## config.mk

```make
export PLATFORM = sky130hd
export DESIGN_NAME = div_restoring_flat
export DESIGN_NICKNAME = d
export VERILOG_FILES = /design/src/rtl/div_pkg.sv /design/src/rtl/div_restoring_if.sv /design/src/rtl/div_sub_unit.sv /design/src/rtl/div_restoring.sv /design/src/flat_wrapper.sv
export SDC_FILE = /design/constraint.sdc
export NUM_CORES = 1
export LEC_CHECK = 0
export CAP_MARGIN = 15
export CORE_MARGIN = 4
export CORE_UTILIZATION = 48
export CTS_BUF_LIST = sky130_fd_sc_hd__clkbuf_4
export DETAILED_ROUTE_END_ITERATION = 16
export GPL_ROUTABILITY_DRIVEN = 0
export GPL_TIMING_DRIVEN = 0
export PLACE_DENSITY = 0.76
export SYNTH_ARGS = -nofsm -noshare
export SYNTH_HDL_FRONTEND = slang
export SYNTH_SLANG_ARGS = --single-unit
```

## constraint.sdc

```tcl
create_clock -name clk -period 22.7 [get_ports clk]
set_clock_uncertainty 0.05 [all_clocks]
set_input_delay 4.54 -clock clk [delete_from_list [all_inputs] [get_ports clk]]
set_output_delay 4.54 -clock clk [all_outputs]
set_load 0.1 [all_outputs]
```

## src/rtl/div_pkg.sv

```systemverilog
// div_pkg: shared FSM encoding and constants for the restoring divider.
package div_pkg;
   localparam int WIDTH_DEF = 32;
   localparam logic DBZ_FILL = 1'b1;
   typedef enum logic [1:0] {IDLE = 2'd0, BUSY = 2'd1, DONE = 2'd2} state_e;
endpackage

```

## src/rtl/div_restoring_if.sv

```systemverilog
// div_restoring_if: operand and result valid/ready handshakes of the divider.
interface div_restoring_if import div_pkg::*; #(parameter int WIDTH = WIDTH_DEF);
   logic             in_valid;
   logic             in_ready;
   logic [WIDTH-1:0] dividend;
   logic [WIDTH-1:0] divisor;
   logic             out_valid;
   logic             out_ready;
   logic [WIDTH-1:0] quotient;
   logic [WIDTH-1:0] remainder;
   logic             div_by_zero;
   modport master (output in_valid, dividend, divisor, out_ready,
                   input in_ready, out_valid, quotient, remainder, div_by_zero);
   modport slave (input in_valid, dividend, divisor, out_ready,
                  output in_ready, out_valid, quotient, remainder, div_by_zero);
endinterface

```

## src/rtl/div_sub_unit.sv

```systemverilog
// div_sub_unit: ripple-borrow subtractor, diff = a - b with borrow out.
module div_sub_unit #(parameter int W = 33) (
   input  logic [W-1:0] a_i,
   input  logic [W-1:0] b_i,
   output logic [W-1:0] diff_o,
   output logic         borrow_o
);
   logic [W:0] c;
   assign c[0] = 1'b0;
   for (genvar i = 0; i < W; i++) begin : g_bit
      assign diff_o[i] = a_i[i] ^ b_i[i] ^ c[i];
      assign c[i+1] = (~a_i[i] & b_i[i]) | (~(a_i[i] ^ b_i[i]) & c[i]);
   end
   assign borrow_o = c[W];
endmodule

```

## src/rtl/div_restoring.sv

```systemverilog
// div_restoring: multi-cycle unsigned restoring divider, one quotient bit per cycle.
module div_restoring import div_pkg::*; #(
   parameter int  WIDTH = WIDTH_DEF,
   localparam int CNT_W = $clog2(WIDTH + 1)
) (
   input logic             clk,
   input logic             rst,
   div_restoring_if.slave  bus
);
   state_e             state_q, state_d;
   logic [CNT_W-1:0]   cnt_q, cnt_d;
   logic [WIDTH-1:0]   dvs_q, dvs_d;
   logic [WIDTH-1:0]   quo_q, quo_d;
   logic [WIDTH:0]     rem_q, rem_d;
   logic [WIDTH-1:0]   res_quo_q, res_quo_d;
   logic [WIDTH-1:0]   res_rem_q, res_rem_d;
   logic               dbz_q, dbz_d;
   logic [WIDTH:0]     shifted, trial;
   logic               borrow;
   assign shifted = {rem_q[WIDTH-1:0], quo_q[WIDTH-1]};
   div_sub_unit #(.W(WIDTH + 1)) u_sub (
      .a_i      (shifted),
      .b_i      ({1'b0, dvs_q}),
      .diff_o   (trial),
      .borrow_o (borrow)
   );
   assign bus.in_ready    = state_q == IDLE;
   assign bus.out_valid   = state_q == DONE;
   assign bus.quotient    = res_quo_q;
   assign bus.remainder   = res_rem_q;
   assign bus.div_by_zero = dbz_q;
   // Result registers are separate so outputs hold the last result while the next division runs.
   always_comb begin
      state_d   = state_q;
      cnt_d     = cnt_q;
      dvs_d     = dvs_q;
      quo_d     = quo_q;
      rem_d     = rem_q;
      res_quo_d = res_quo_q;
      res_rem_d = res_rem_q;
      dbz_d     = dbz_q;
      if (state_q == IDLE && bus.in_valid) begin
         if (bus.divisor == '0) begin
            state_d   = DONE;
            res_quo_d = {WIDTH{DBZ_FILL}};
            res_rem_d = bus.dividend;
            dbz_d     = 1'b1;
         end else begin
            state_d = BUSY;
            dvs_d   = bus.divisor;
            quo_d   = bus.dividend;
            rem_d   = '0;
            cnt_d   = CNT_W'(WIDTH);
         end
      end else if (state_q == BUSY) begin
         rem_d = borrow ? shifted : trial;
         quo_d = {quo_q[WIDTH-2:0], ~borrow};
         cnt_d = cnt_q - 1'b1;
         if (cnt_q == CNT_W'(1)) begin
            state_d   = DONE;
            res_quo_d = quo_d;
            res_rem_d = rem_d[WIDTH-1:0];
            dbz_d     = 1'b0;
         end
      end else if (state_q == DONE && bus.out_ready) begin
         state_d = IDLE;
      end
   end
   always_ff @(posedge clk) begin
      if (rst) begin
         state_q   <= IDLE;
         cnt_q     <= '0;
         dvs_q     <= '0;
         quo_q     <= '0;
         rem_q     <= '0;
         res_quo_q <= '0;
         res_rem_q <= '0;
         dbz_q     <= 1'b0;
      end else begin
         state_q   <= state_d;
         cnt_q     <= cnt_d;
         dvs_q     <= dvs_d;
         quo_q     <= quo_d;
         rem_q     <= rem_d;
         res_quo_q <= res_quo_d;
         res_rem_q <= res_rem_d;
         dbz_q     <= dbz_d;
      end
   end
   // Partial remainder stays below the divisor, so its top bit is never set.
   assert property (@(posedge clk) disable iff (rst) !rem_q[WIDTH]);
endmodule

```

## src/flat_wrapper.sv

```systemverilog
// flat-port wrapper written by rule: the top's interface ports become plain ports
module div_restoring_flat import div_pkg::*;
#(
   parameter int  WIDTH = WIDTH_DEF,
   localparam int CNT_W = $clog2(WIDTH + 1)
)
  (clk, rst, bus_in_valid, bus_dividend, bus_divisor, bus_out_ready, bus_in_ready, bus_out_valid, bus_quotient, bus_remainder, bus_div_by_zero);
  div_restoring_if #(.WIDTH(WIDTH)) bus_i ();
  input logic clk;
  input logic rst;
  input wire logic [$bits(bus_i.in_valid)-1:0] bus_in_valid;
  input wire logic [$bits(bus_i.dividend)-1:0] bus_dividend;
  input wire logic [$bits(bus_i.divisor)-1:0] bus_divisor;
  input wire logic [$bits(bus_i.out_ready)-1:0] bus_out_ready;
  output wire logic [$bits(bus_i.in_ready)-1:0] bus_in_ready;
  output wire logic [$bits(bus_i.out_valid)-1:0] bus_out_valid;
  output wire logic [$bits(bus_i.quotient)-1:0] bus_quotient;
  output wire logic [$bits(bus_i.remainder)-1:0] bus_remainder;
  output wire logic [$bits(bus_i.div_by_zero)-1:0] bus_div_by_zero;
  assign bus_i.in_valid = bus_in_valid;
  assign bus_i.dividend = bus_dividend;
  assign bus_i.divisor = bus_divisor;
  assign bus_i.out_ready = bus_out_ready;
  assign bus_in_ready = bus_i.in_ready;
  assign bus_out_valid = bus_i.out_valid;
  assign bus_quotient = bus_i.quotient;
  assign bus_remainder = bus_i.remainder;
  assign bus_div_by_zero = bus_i.div_by_zero;
  div_restoring #(.WIDTH(WIDTH)) u_core (.clk(clk), .rst(rst), .bus(bus_i));
endmodule
```

* Word-level counts from Yosys, hierarchy flattened *
Cells that the tools add are included.

cells by class
  shifts and indexed selects = 0
  add/sub/neg operators = 1
  multiplexer cells = 27
  divide/modulo/power cells = 0
  bitwise operators = 224
  $mul = 0
  eq/ne operators = 6
  magnitude comparators = 0
  reductions and logical operators = 11

operators by type and width
  cell                                                                    number
  32-bit 2-to-1 mux                                                       15
  1-bit inverter                                                          66
  1-bit AND                                                               64
  1-bit XOR                                                               63
  32-bit logical NOT                                                      1
  1-bit bitwise OR                                                        31
  6-bit 2-to-1 mux                                                        3
  2-bit 2-to-1 mux                                                        5
  6-bit by 1-bit equality test with 1-bit output (second input constant)  1
  2-bit AND reduction                                                     3
  6-bit by 1-bit subtractor with 6-bit output (second input constant)     1
  1-bit 2-to-1 mux                                                        4
  2-bit != test (second input constant)                                   2
  2-bit nonzero test                                                      2
  3-bit by 2-bit != test with 1-bit output (second input constant)        1
  3-bit AND reduction                                                     1
  3-bit nonzero test                                                      1
  2-bit by 1-bit equality test with 1-bit output (second input constant)  1
  2-bit equality test (second input constant)                             1
  1-bit logical AND                                                       2
  2-bit logical NOT                                                       1

word-level totals
  flip-flop bits (word level) = 169
  RAM bits = 0
  memories = 0
  bits of input ports = 68
  output and inout bits = 67
  bits in latches = 0
  ROM bits = 0

* Depth between registers and ports, before layout *
  depth after elaboration = 69
  gate-level depth with buffers = 40
  depth with buffers taken out = 37

* Hierarchy *
A second synthesis with hierarchy kept.

unflattened totals
  cell total of the unflattened synthesis = 980
  area total of the unflattened synthesis = 8,169.1 sq um

by module, submodules not included
  module         area each (sq um)  instances  sequential area each (sq um)  cells an instance
  div_restoring  7,260.7            1          3,383.2                       879
  div_sub_unit   908.4              1          0.0                           101

* Worst setup path before layout *
No wires, ideal clock.

  path type = flip-flop to flip-flop
  start point = register u_core.quo_q[31]
  end point = register u_core.rem_q[11]
  arrival = 15,956 ps
  path slack = 6,616 ps
  cell stages (with the launch flop) = 40
  data required time = 22,572 ps
  path through = dfxtp_1 > inv_1 > ha_1 > fa_1 > fa_1 > fa_1 > fa_1 > fa_1 > fa_1 > fa_1 > fa_1 > fa_1 > fa_1 > fa_1 > fa_1 > fa_1 > fa_1 > fa_1 > [4 not listed] > fa_1 > fa_1 > fa_1 > fa_1 > fa_1 > fa_1 > fa_1 > fa_1 > fa_1 > fa_1 > fa_1 > fa_1 > nand2b_1 > clkbuf_1 > buf_1 > mux2_2 > mux2_2 > nor3_1

on the way
  cells in the longest elaborated chain, start to end = 68
  elaborated cells between the ends (all ways) = 69
  classes of those cells = 3 x mux; 66 x bitwise

ends and longest elaborated chain
  what                       line                 source
  start: declaration         div_restoring.sv:13  logic [WIDTH-1:0] quo_q, quo_d;
  start signal: assignment   div_restoring.sv:83  quo_q <= quo_d;
  1-bit inverter *           div_sub_unit.sv:12   assign c[i+1] = (~a_i[i] & b_i[i]) | (~(a_i[i] ^ b_i[i]) & c[i]);
  1-bit AND * (2 in series)  div_sub_unit.sv:12
  1-bit bitwise OR *         div_sub_unit.sv:12
  1-bit AND *                div_sub_unit.sv:12
  1-bit bitwise OR *         div_sub_unit.sv:12
  1-bit AND *                div_sub_unit.sv:12
  1-bit bitwise OR *         div_sub_unit.sv:12
  1-bit AND *                div_sub_unit.sv:12
  [51 not listed]            -
  1-bit AND                  div_sub_unit.sv:12
  1-bit bitwise OR           div_sub_unit.sv:12
  1-bit AND                  div_sub_unit.sv:12
  1-bit bitwise OR           div_sub_unit.sv:12
  1-bit AND                  div_sub_unit.sv:12
  32-bit 2-to-1 mux *        div_restoring.sv:56  rem_d = borrow ? shifted : trial;
  32-bit 2-to-1 mux *        div_restoring.sv:55  end else if (state_q == BUSY) begin
  32-bit 2-to-1 mux *        div_restoring.sv:42  if (state_q == IDLE && bus.in_valid) begin
  end signal: assignment     div_restoring.sv:84  rem_q <= rem_d;
  end: declaration           div_restoring.sv:14  logic [WIDTH:0] rem_q, rem_d;

Every way passes the cells marked *; elsewhere a longest branch is shown, timed or not. The select of a mux whose other input is x is not followed.
A chain may end at the register's enable or synchronous reset.

* Worst setup path after layout *
  start point = register u_core.quo_q[31]
  end point = register u_core.res_rem_q[14] (netlist: u_core.bus.remainder[14])

on the way
  cells in the longest elaborated chain, start to end = 69
  elaborated cells between the ends (all ways) = 70
  classes of those cells = 4 x mux; 66 x bitwise

ends and longest elaborated chain
  what                       line                 source
  1-bit inverter *           div_sub_unit.sv:12
  1-bit AND * (2 in series)  div_sub_unit.sv:12
  1-bit bitwise OR *         div_sub_unit.sv:12
  1-bit AND *                div_sub_unit.sv:12
  1-bit bitwise OR *         div_sub_unit.sv:12
  1-bit AND *                div_sub_unit.sv:12
  1-bit bitwise OR *         div_sub_unit.sv:12
  1-bit AND *                div_sub_unit.sv:12
  [52 not listed]            -
  1-bit bitwise OR           div_sub_unit.sv:12
  1-bit AND                  div_sub_unit.sv:12
  1-bit bitwise OR           div_sub_unit.sv:12
  1-bit AND                  div_sub_unit.sv:12
  32-bit 2-to-1 mux *        div_restoring.sv:56
  32-bit 2-to-1 mux *        div_restoring.sv:59  if (cnt_q == CNT_W'(1)) begin
  32-bit 2-to-1 mux *        div_restoring.sv:55
  32-bit 2-to-1 mux *        div_restoring.sv:42
  end signal: assignment     div_restoring.sv:86  res_rem_q <= res_rem_d;
  end: declaration           div_restoring.sv:16  logic [WIDTH-1:0] res_rem_q, res_rem_d;

Marks and branches as above.

==> results.yml <==
critical_path:
  cp-startpoint: "u_core.quo_q[31]$_SDFFE_PP0P_"
  crit_required_ps: 23140
  reg2reg_depth: 40
  critPathArrivalTime_ps: 17640
  worst_path_max_delay_cell: "fa_1"
  regToRegSetupSlack_ps: 5510
  crit_end: "u_core.bus.remainder[14]$_SDFFE_PP0P_"
  path_max_fanout: 10
  crit_type: "flop to flop"
  end_kind: "flop"
  cpPeakStageDelay_ps: 510
  critPathLaunchType: "flop"
  r2r-start: "u_core.quo_q[31]$_SDFFE_PP0P_"
  r2r_end: "u_core.bus.remainder[14]$_SDFFE_PP0P_"
  path_common_cell: "fa_1"
finish:
  layout.nets: 1219
  synthToLayoutAreaGrowth_pct: 23.0
  final_cell_area_um2: 10500
  fin_cells: 1355
  layout-drive-gt1-share: 0.0797
clock_network:
  clkTransAtPathRegs_ps: 130
  worstSkewPairLatency_ps: 590
  cts_buffer_depth: 2
  numClockSinks: 169
  cts_tree: "done"
  ctsResizeCount: 0
  cts_root_buf: "clkbuf_4"
  cts_buffers: 17
  htreeDepth: 4
  cts_hold_buf: 0
  post-cts-setup-buffer-count: 0
timing:
  period_share: 0.757
  slew_headroom: 0.336
  fmax_ghz: 0.0582
  period_minus_slack_ps: 17190
  finalHoldViolCount: 0
  tightest_slew_ps: 993
  slew_viol_final: 0
  finalSetupViolCount: 0
  rsz0062_at_grt: "no"
  fin_tns_setup_ps: 0
synth:
  synth-edff-count: 0
  mappedNetlistNets: 1067
  syn_area_um2: 8540
  synthCells: 965
  synthAdderAreaFrac: 0.0771
  synth_top_family_by_area: "simple AND/OR/NAND/NOR gates"
  yosysMostFrequentCell: "nor2_1"
  synth-seq-area-share: 0.396
  synth_xor_area_frac: 0
  synth_common_cells: "nor2_1 (193), dfxtp_1 (169), nand2b_1 (66)"
  synthArstFlopShare: 0
  yosys_warnings: 0
  synth_top_cell_area_share: 0.396
  synth-seq-cells: 169
  synth.avg_cell_area_um2: 8.85
  yosysTopAreaCell: "dfxtp_1"
  synth_mux_area_frac: 0.0971
  yosys.area_share.simple: 0.204
  ys.flop_type: "dfxtp_1"
  yosysUniqueCellTypes: 38
  synth-compound-area-share: 0.163
  synth_area_leaders: "dfxtp_1 (40%), nor2_1 (8.5%), fa_1 (7.3%)"
status:
  outcome: "finished, final reports clean"
place:
  place_hpwl_um: 20000
  portBuffers: 133
  dp_cells: 1323
  place_area_um2: 10200
drt:
  drcViolationCount: 0
  drtPass1Iterations: 5
  avgViaCountPerCell: 5.77
  drt_first_iter_violations: 819
  vias: 7813
  ant_nets: 0
  wl_per_cell_um: 19.1
  finalWirelength_um: 25900
floorplanning:
  start_util: 0.492
  rows: 48
  die_h_um: 141
  design.die.area_um2: 20000
  io_pins: 135
  die_w_um: 141
  core-area_um2: 17400
power:
  power.total_mw: 0.787
  p_leak_nw: 3.94
  vdd_ir_drop_max_mv: 0.0355
  power.density_nw_per_um2: 75.0
global_route:
  antenna_found_initial: 1
  grt_pass1_wl_um: 40300
  grt_overflow: 0
  grtUsageTotal: 0.258
  grt_pass1_vias: 7384
  grt_max_degree: 17
flow_run:
  cap_viol_max_count: 0
min_path:
  hold_class: "flop to flop"
-- cells in the final DEF, fill, tap and decap left out, types with 25 or more instances in the layout --
cell               n
mux2i_1           48
nor2_1           193
inv_1             35
nor3_1            35
nand2b_1          66
o21ai_0           35
clkdlybuf4s50_1  133
fa_1              31
nor4_1            25
clkbuf_1          60
mux2_2            31
dfxtp_1          169
a21oi_1           40
o311a_1           48
a211oi_1          48
-- power breakdown --
part | switching (mW) | internal, mW
sequential | 0.0164 | 0.317
clock | 0.105 | 0.109
combinational | 0.142 | 0.0973
-- final cells by class --
| type | instances | area (um^2) |
|---|---|---|
| fillers | 1539 | 6860 |
| plain buffers | 91 | 408 |
| well taps | 225 | 282 |
| clock inverters | 12 | 204 |
| multi-input cells | 670 | 4620 |
| inverters | 35 | 131 |
| repair buffers | 133 | 1330 |
| diodes | 1 | 2.50 |
| flip-flops and latches | 169 | 3380 |
| clock buffers | 19 | 143 |
-- sequential cells by signal, indices dropped and copies added, names as in the netlist --
name	flops
u_core.bus.remainder	32
u_core.state_q	2
u_core.rem_q	32
u_core.bus.div_by_zero	1
u_core.quo_q	32
u_core.cnt_q	6
u_core.dvs_q	32
u_core.bus.quotient	32
-- cell families (layout without fill, tap and decap cells) --
logic type	Yosys count	after routing
muxes	79	79
and+or+nand+nor	364	364
AOI/OAI and AO/OA	193	193
adders and majority gates	34	34
DFF	169	169
other	0	1
buffers and inverters	126	290
-- layer usage --
layer  vias up  part of all wire  GRT usage
met5         -                 0          0
met4         0             0.026     0.0722
met2       380              0.46      0.410
met3        47             0.088     0.0650
met1      3689              0.43      0.352
li1       3697                 -          -
-- how the worst min path moves through the flow --
stage	slack (ps)	startpoint	end	depth (start not counted)
floorplan	400	u_core.dvs_q[0]$_SDFFE_PP0P_	u_core.dvs_q[0]$_SDFFE_PP0P_	2
global placement	400	u_core.bus.div_by_zero$_SDFFE_PP0P_	u_core.bus.div_by_zero$_SDFFE_PP0P_	2
detailed placement	400	u_core.bus.div_by_zero$_SDFFE_PP0P_	u_core.bus.div_by_zero$_SDFFE_PP0P_	2
CTS	420	u_core.bus.div_by_zero$_SDFFE_PP0P_	u_core.bus.div_by_zero$_SDFFE_PP0P_	2
global route	460	u_core.bus.div_by_zero$_SDFFE_PP0P_	u_core.bus.div_by_zero$_SDFFE_PP0P_	2
finish	420	u_core.bus.div_by_zero$_SDFFE_PP0P_	u_core.bus.div_by_zero$_SDFFE_PP0P_	2
-- metrics by stage --
step | hold WS [ps] | worst slack [ps] | util
after floorplan | 402 | 6620 | -
after global placement | 402 | 5690 | 0.585
after detailed placement | 405 | 5540 | 0.585
after CTS | 423 | 5450 | 0.605
after global routing | 458 | 4830 | 0.605
final | 425 | 5510 | 0.605
-- worst max-delay path: cells and delay by family, from the launching register on --
kind,cells,cell delay (ps)
AOI/OAI and AO/OA,2,330
muxes,1,400
adders and majority gates,32,14600
and+or+nand+nor,1,80
DFF,1,420
buffers and inverters,4,1220
(Power assumes the default switching activity.)
==> variant 1, RTL diff (config.mk and constraints unchanged) <==
`WIDTH_DEF`: 32 -> 16.
--- a/src/rtl/div_pkg.sv
+++ b/src/rtl/div_pkg.sv
@@ -1,6 +1,6 @@
 // div_pkg: shared FSM encoding and constants for the restoring divider.
 package div_pkg;
-   localparam int WIDTH_DEF = 32;
+   localparam int WIDTH_DEF = 16;
    localparam logic DBZ_FILL = 1'b1;
    typedef enum logic [1:0] {IDLE = 2'd0, BUSY = 2'd1, DONE = 2'd2} state_e;
 endpackage
Interface: changed (resized bus_dividend, bus_divisor, bus_quotient and bus_remainder); port bits go from 135 to 71. No check against the original RTL was run, so the function may have changed too.
==> variant 1 against the original RTL <==
Worst setup slack improved by 7900 ps; wire length decreased by 57%; die area decreased by 47%; total power decreased by 47%; area after synthesis decreased by 50%; sequential power decreased by 47%; sequential cell count decreased by 81; final cell count decreased by 52%; global-route usage decreased by 3.9 points; first-iteration DRC count decreased by 79%; final area decreased by 50%; critical path depth decreased by 17; sequential share of layout area increased by 1.3 points; largest cell class unchanged.
==> variant 1: results (changes against the original RTL) <==
[outcome]
outcome=finished clean

[synth]
synth_nets=506  ; -53%
synth-compound-area-share_pct=21.4  ; +5.1 points
yosys.area_share.adder_pct=7.87  ; +0.16 points
synthTopCellsByCount=88 x dfxtp_1, 67 x nor2_1, 50 x a211oi_1
synth_top_family_by_area=compound AO/OA/AOI/OAI gates
synth-seq-area-share_pct=41.0  ; +1.4 points
synth_warnings=0  ; unchanged
synth_cell_types=42  ; +11%
avgSynthCellArea_um2=9.50  ; +7.4%

[setup_path]
r2r_cells=23  ; -43%
max_stage_delay_ps=480  ; -30 ps
cp_data_arrival_time_ps=9610  ; -8030 ps
r2r-start=u_core.quo_q[15]$_SDFFE_PP0P_
rrSetupSlack_ps=13400  ; +7890 ps

[grt]
grt_pass1_wl_um=18000  ; -55%
met1_usage_pct=30.3  ; -4.9 points
antenna_found_initial=0  ; -1
grt_max_degree=15  ; -2
gr-usage-met3_pct=4.33  ; -2.2 points
track_usage_pct=22.0  ; -3.9 points
use_met2_pct=35.2  ; -5.8 points

[clocking]
cts-buffers-inserted=9  ; -8
cts_resized=0  ; unchanged
insertion_delay_ps=430  ; -160 ps

[power]
powerSeq_uw=176  ; -47%
p_seq_share_pct=42.1  ; -0.3 points
vdd_drop_max_uv=35.3  ; -0.67%
power_leakage_uw=0.00195  ; -50%
combPwrFrac_pct=36.4  ; +6.0 points
p_sw_uw=155  ; -41%

[place]
dp_hpwl_um=8530  ; -57%
dp_cells=629  ; -52%
port_buffers=69  ; -48%

[timing]
finalWorstSetupSlack_ps=13400  ; +7890 ps
tightest_slew_ps=977  ; -15.5 ps
holdWs_ps=421  ; -3.61 ps

[route]
via_per_inst=5.71  ; -1.0%
met3_length_um=443  ; -81%
m1WireLength_um=5200  ; -53%
dr.pass1.iters=4  ; -1
drt-wirelength-per-cell_um=17.3  ; -9.7%
wl_met2_um=5260  ; -56%
finalWirelength_um=11100  ; -57%

[final_layout]
num-nets-final=586  ; -52%
antenna_cells=0  ; -1

[worst_hold_path]
hold_class=reg2reg

[variant 1: changes by cell type in the layout (fill, tap and decap cells not counted), moves of 31 or more]
cell,before,now
nor2_1,193,67
nand2b_1,66,16
clkbuf_1,60,15
nor3_1,35,2
o311a_1,48,0
dfxtp_1,169,88
mux2_2,31,0
clkdlybuf4s50_1,133,69
[variant 1: worst register-to-register path, stage by stage, from the launching register on]
cell,delay (ps)
dfxtp_1,420
inv_1,80
ha_1,220
fa_1,460
fa_1,470
fa_1,470
fa_1,460
fa_1,460
fa_1,460
fa_1,480
fa_1,480
fa_1,460
fa_1,460
fa_1,460
fa_1,460
fa_1,460
fa_1,460
fa_1,430
nand2b_1,80
clkbuf_1,300
buf_2,390
mux2i_1,410
mux2i_1,130
a211oi_1,230
[variant 1: how the worst max path moves through the flow]
stage,start,to,cells past startpoint
after floorplan,u_core.quo_q[15]$_SDFFE_PP0P_,u_core.bus.remainder[3]$_SDFFE_PP0P_,23
after global placement,u_core.quo_q[15]$_SDFFE_PP0P_,u_core.bus.remainder[14]$_SDFFE_PP0P_,23
after detailed placement,u_core.quo_q[15]$_SDFFE_PP0P_,u_core.bus.remainder[14]$_SDFFE_PP0P_,23
after CTS,u_core.quo_q[15]$_SDFFE_PP0P_,u_core.bus.remainder[14]$_SDFFE_PP0P_,23
after global routing,u_core.quo_q[15]$_SDFFE_PP0P_,u_core.bus.remainder[14]$_SDFFE_PP0P_,23
final,u_core.quo_q[15]$_SDFFE_PP0P_,u_core.bus.remainder[14]$_SDFFE_PP0P_,23
[variant 1: cell type report]
type	instances	area, µm²
fillers	761	3470
multi-input cells	307	2220
flip-flops and latches	88	1760
repair buffers	69	691
plain buffers	38	240
well taps	108	135
clock buffers	10	75.1
inverters	19	71.3
clock inverters	6	60.1
==> variant 2, RTL diff (same flow settings) <==
Made on the original files. The 3 states of `state_e` get a one-hot encoding in 3 bits.
--- a/src/rtl/div_pkg.sv
+++ b/src/rtl/div_pkg.sv
@@ -2,6 +2,6 @@
 package div_pkg;
    localparam int WIDTH_DEF = 32;
    localparam logic DBZ_FILL = 1'b1;
-   typedef enum logic [1:0] {IDLE = 2'd0, BUSY = 2'd1, DONE = 2'd2} state_e;
+   typedef enum logic [2:0] {IDLE = 3'b001, BUSY = 3'b010, DONE = 3'b100} state_e;
 endpackage
 
Check against the original RTL: no difference found for any inputs over 10 cycles, from zero or initial values and one cycle with rst high; not proved beyond that.
==> variant 2 against the original RTL <==
Wire length is 11% lower; global-route usage is 1.9 points lower; critical path depth stayed put; largest power group unchanged; final area is 4.5% lower; first-iteration DRC count is 27% lower; die area is 4.6% lower; area after synthesis is 4.8% lower; total power is 16% lower; sequential power is 2% lower; non-clock buffer count is 5 lower; clock power is 15% lower; worst setup slack better by 300 ps; sequential cell count is 1 higher; sequential share of layout area is 1.7 points higher.
==> variant 2: results (changes against the original RTL) <==
[outcome]
outcome=finished clean

[power]
vdd_drop_max_uv=34.1  ; -4.1%
p_sw_share_pct=32.4  ; -0.99 points
power_leakage_uw=0.00359  ; -8.7%
powerSeq_uw=327  ; -2%

[synth]
avgSynthCellArea_um2=8.75  ; -1.1%
synthTopCellsByCount=170 x dfxtp_1, 130 x nor2_1, 100 x inv_1
synth_cell_types=35  ; -7.9%
synth_nets=1031  ; -3.4%
synthTopCellsByArea=dfxtp_1 42%, fa_1 7.6%, nor2_1 6.0%

[place]
dp_hpwl_um=17800  ; -11%
dp_cells=1283  ; -3.0%
place_worst_setup_slack_ps=5740  ; +199 ps

[final_layout]
antenna_cells=0  ; -1
signal_buffer_area_fraction_pct=17.1  ; +0.59 points
nonClockInverterCount=100  ; +190%
finalNonFillerCells=1315  ; -3.0%
fill_cells=1489  ; -3.2%
num-nets-final=1184  ; -2.9%
clkbuf_count=18  ; -1
layout-drive-gt1-share_pct=9.32  ; +1.3 points

[setup_path]
cp_data_arrival_time_ps=17340  ; -300 ps
max_stage_delay_ps=480  ; -30 ps

[route]
met3_length_um=1670  ; -27%
wl_met2_um=10800  ; -9.0%
m1WireLength_um=10000  ; -9.2%

[grt]
track_usage_pct=23.9  ; -1.9 points
gr-usage-met3_pct=4.21  ; -2.3 points
grt_pass1_wl_um=37400  ; -7.2%
met1_usage_pct=32.0  ; -3.3 points

[floorplan]
taps=220  ; -2.2%

==> variant 2: changes by cell type after synthesis, sizes merged, moves of 31 or more <==
cell,before,now
nor2,194,130
inv,35,100
mux2,31,0
nor4b,0,32
nand2b,66,1
o22ai,0,33
o21ai,35,4
mux2i,48,0
a221oi,0,33
a31o,0,32
nand2,7,81
nor3,37,2
==> variant 2: worst reg2reg max path, delay by kind of cell, from the launching register on <==
family / cells / cell delay [ps]
buf+inv: 3 / 900
simple gates: 2 / 190
fa+ha+maj: 32 / 14650
flops: 1 / 420
compound gates: 3 / 650
==> variant 2: path summary, 6_finish.rpt <==
| check | endpoint | slack [ps] |
|---|---|---|
| min | u_core.bus.quotient[23]$_SDFFE_PP0P_ | 410 |
| min reg2reg | u_core.bus.quotient[23]$_SDFFE_PP0P_ | 410 |
| max | u_core.bus.remainder[20]$_SDFFE_PP0P_ | 5800 |
| max reg2reg | u_core.bus.remainder[20]$_SDFFE_PP0P_ | 5800 |
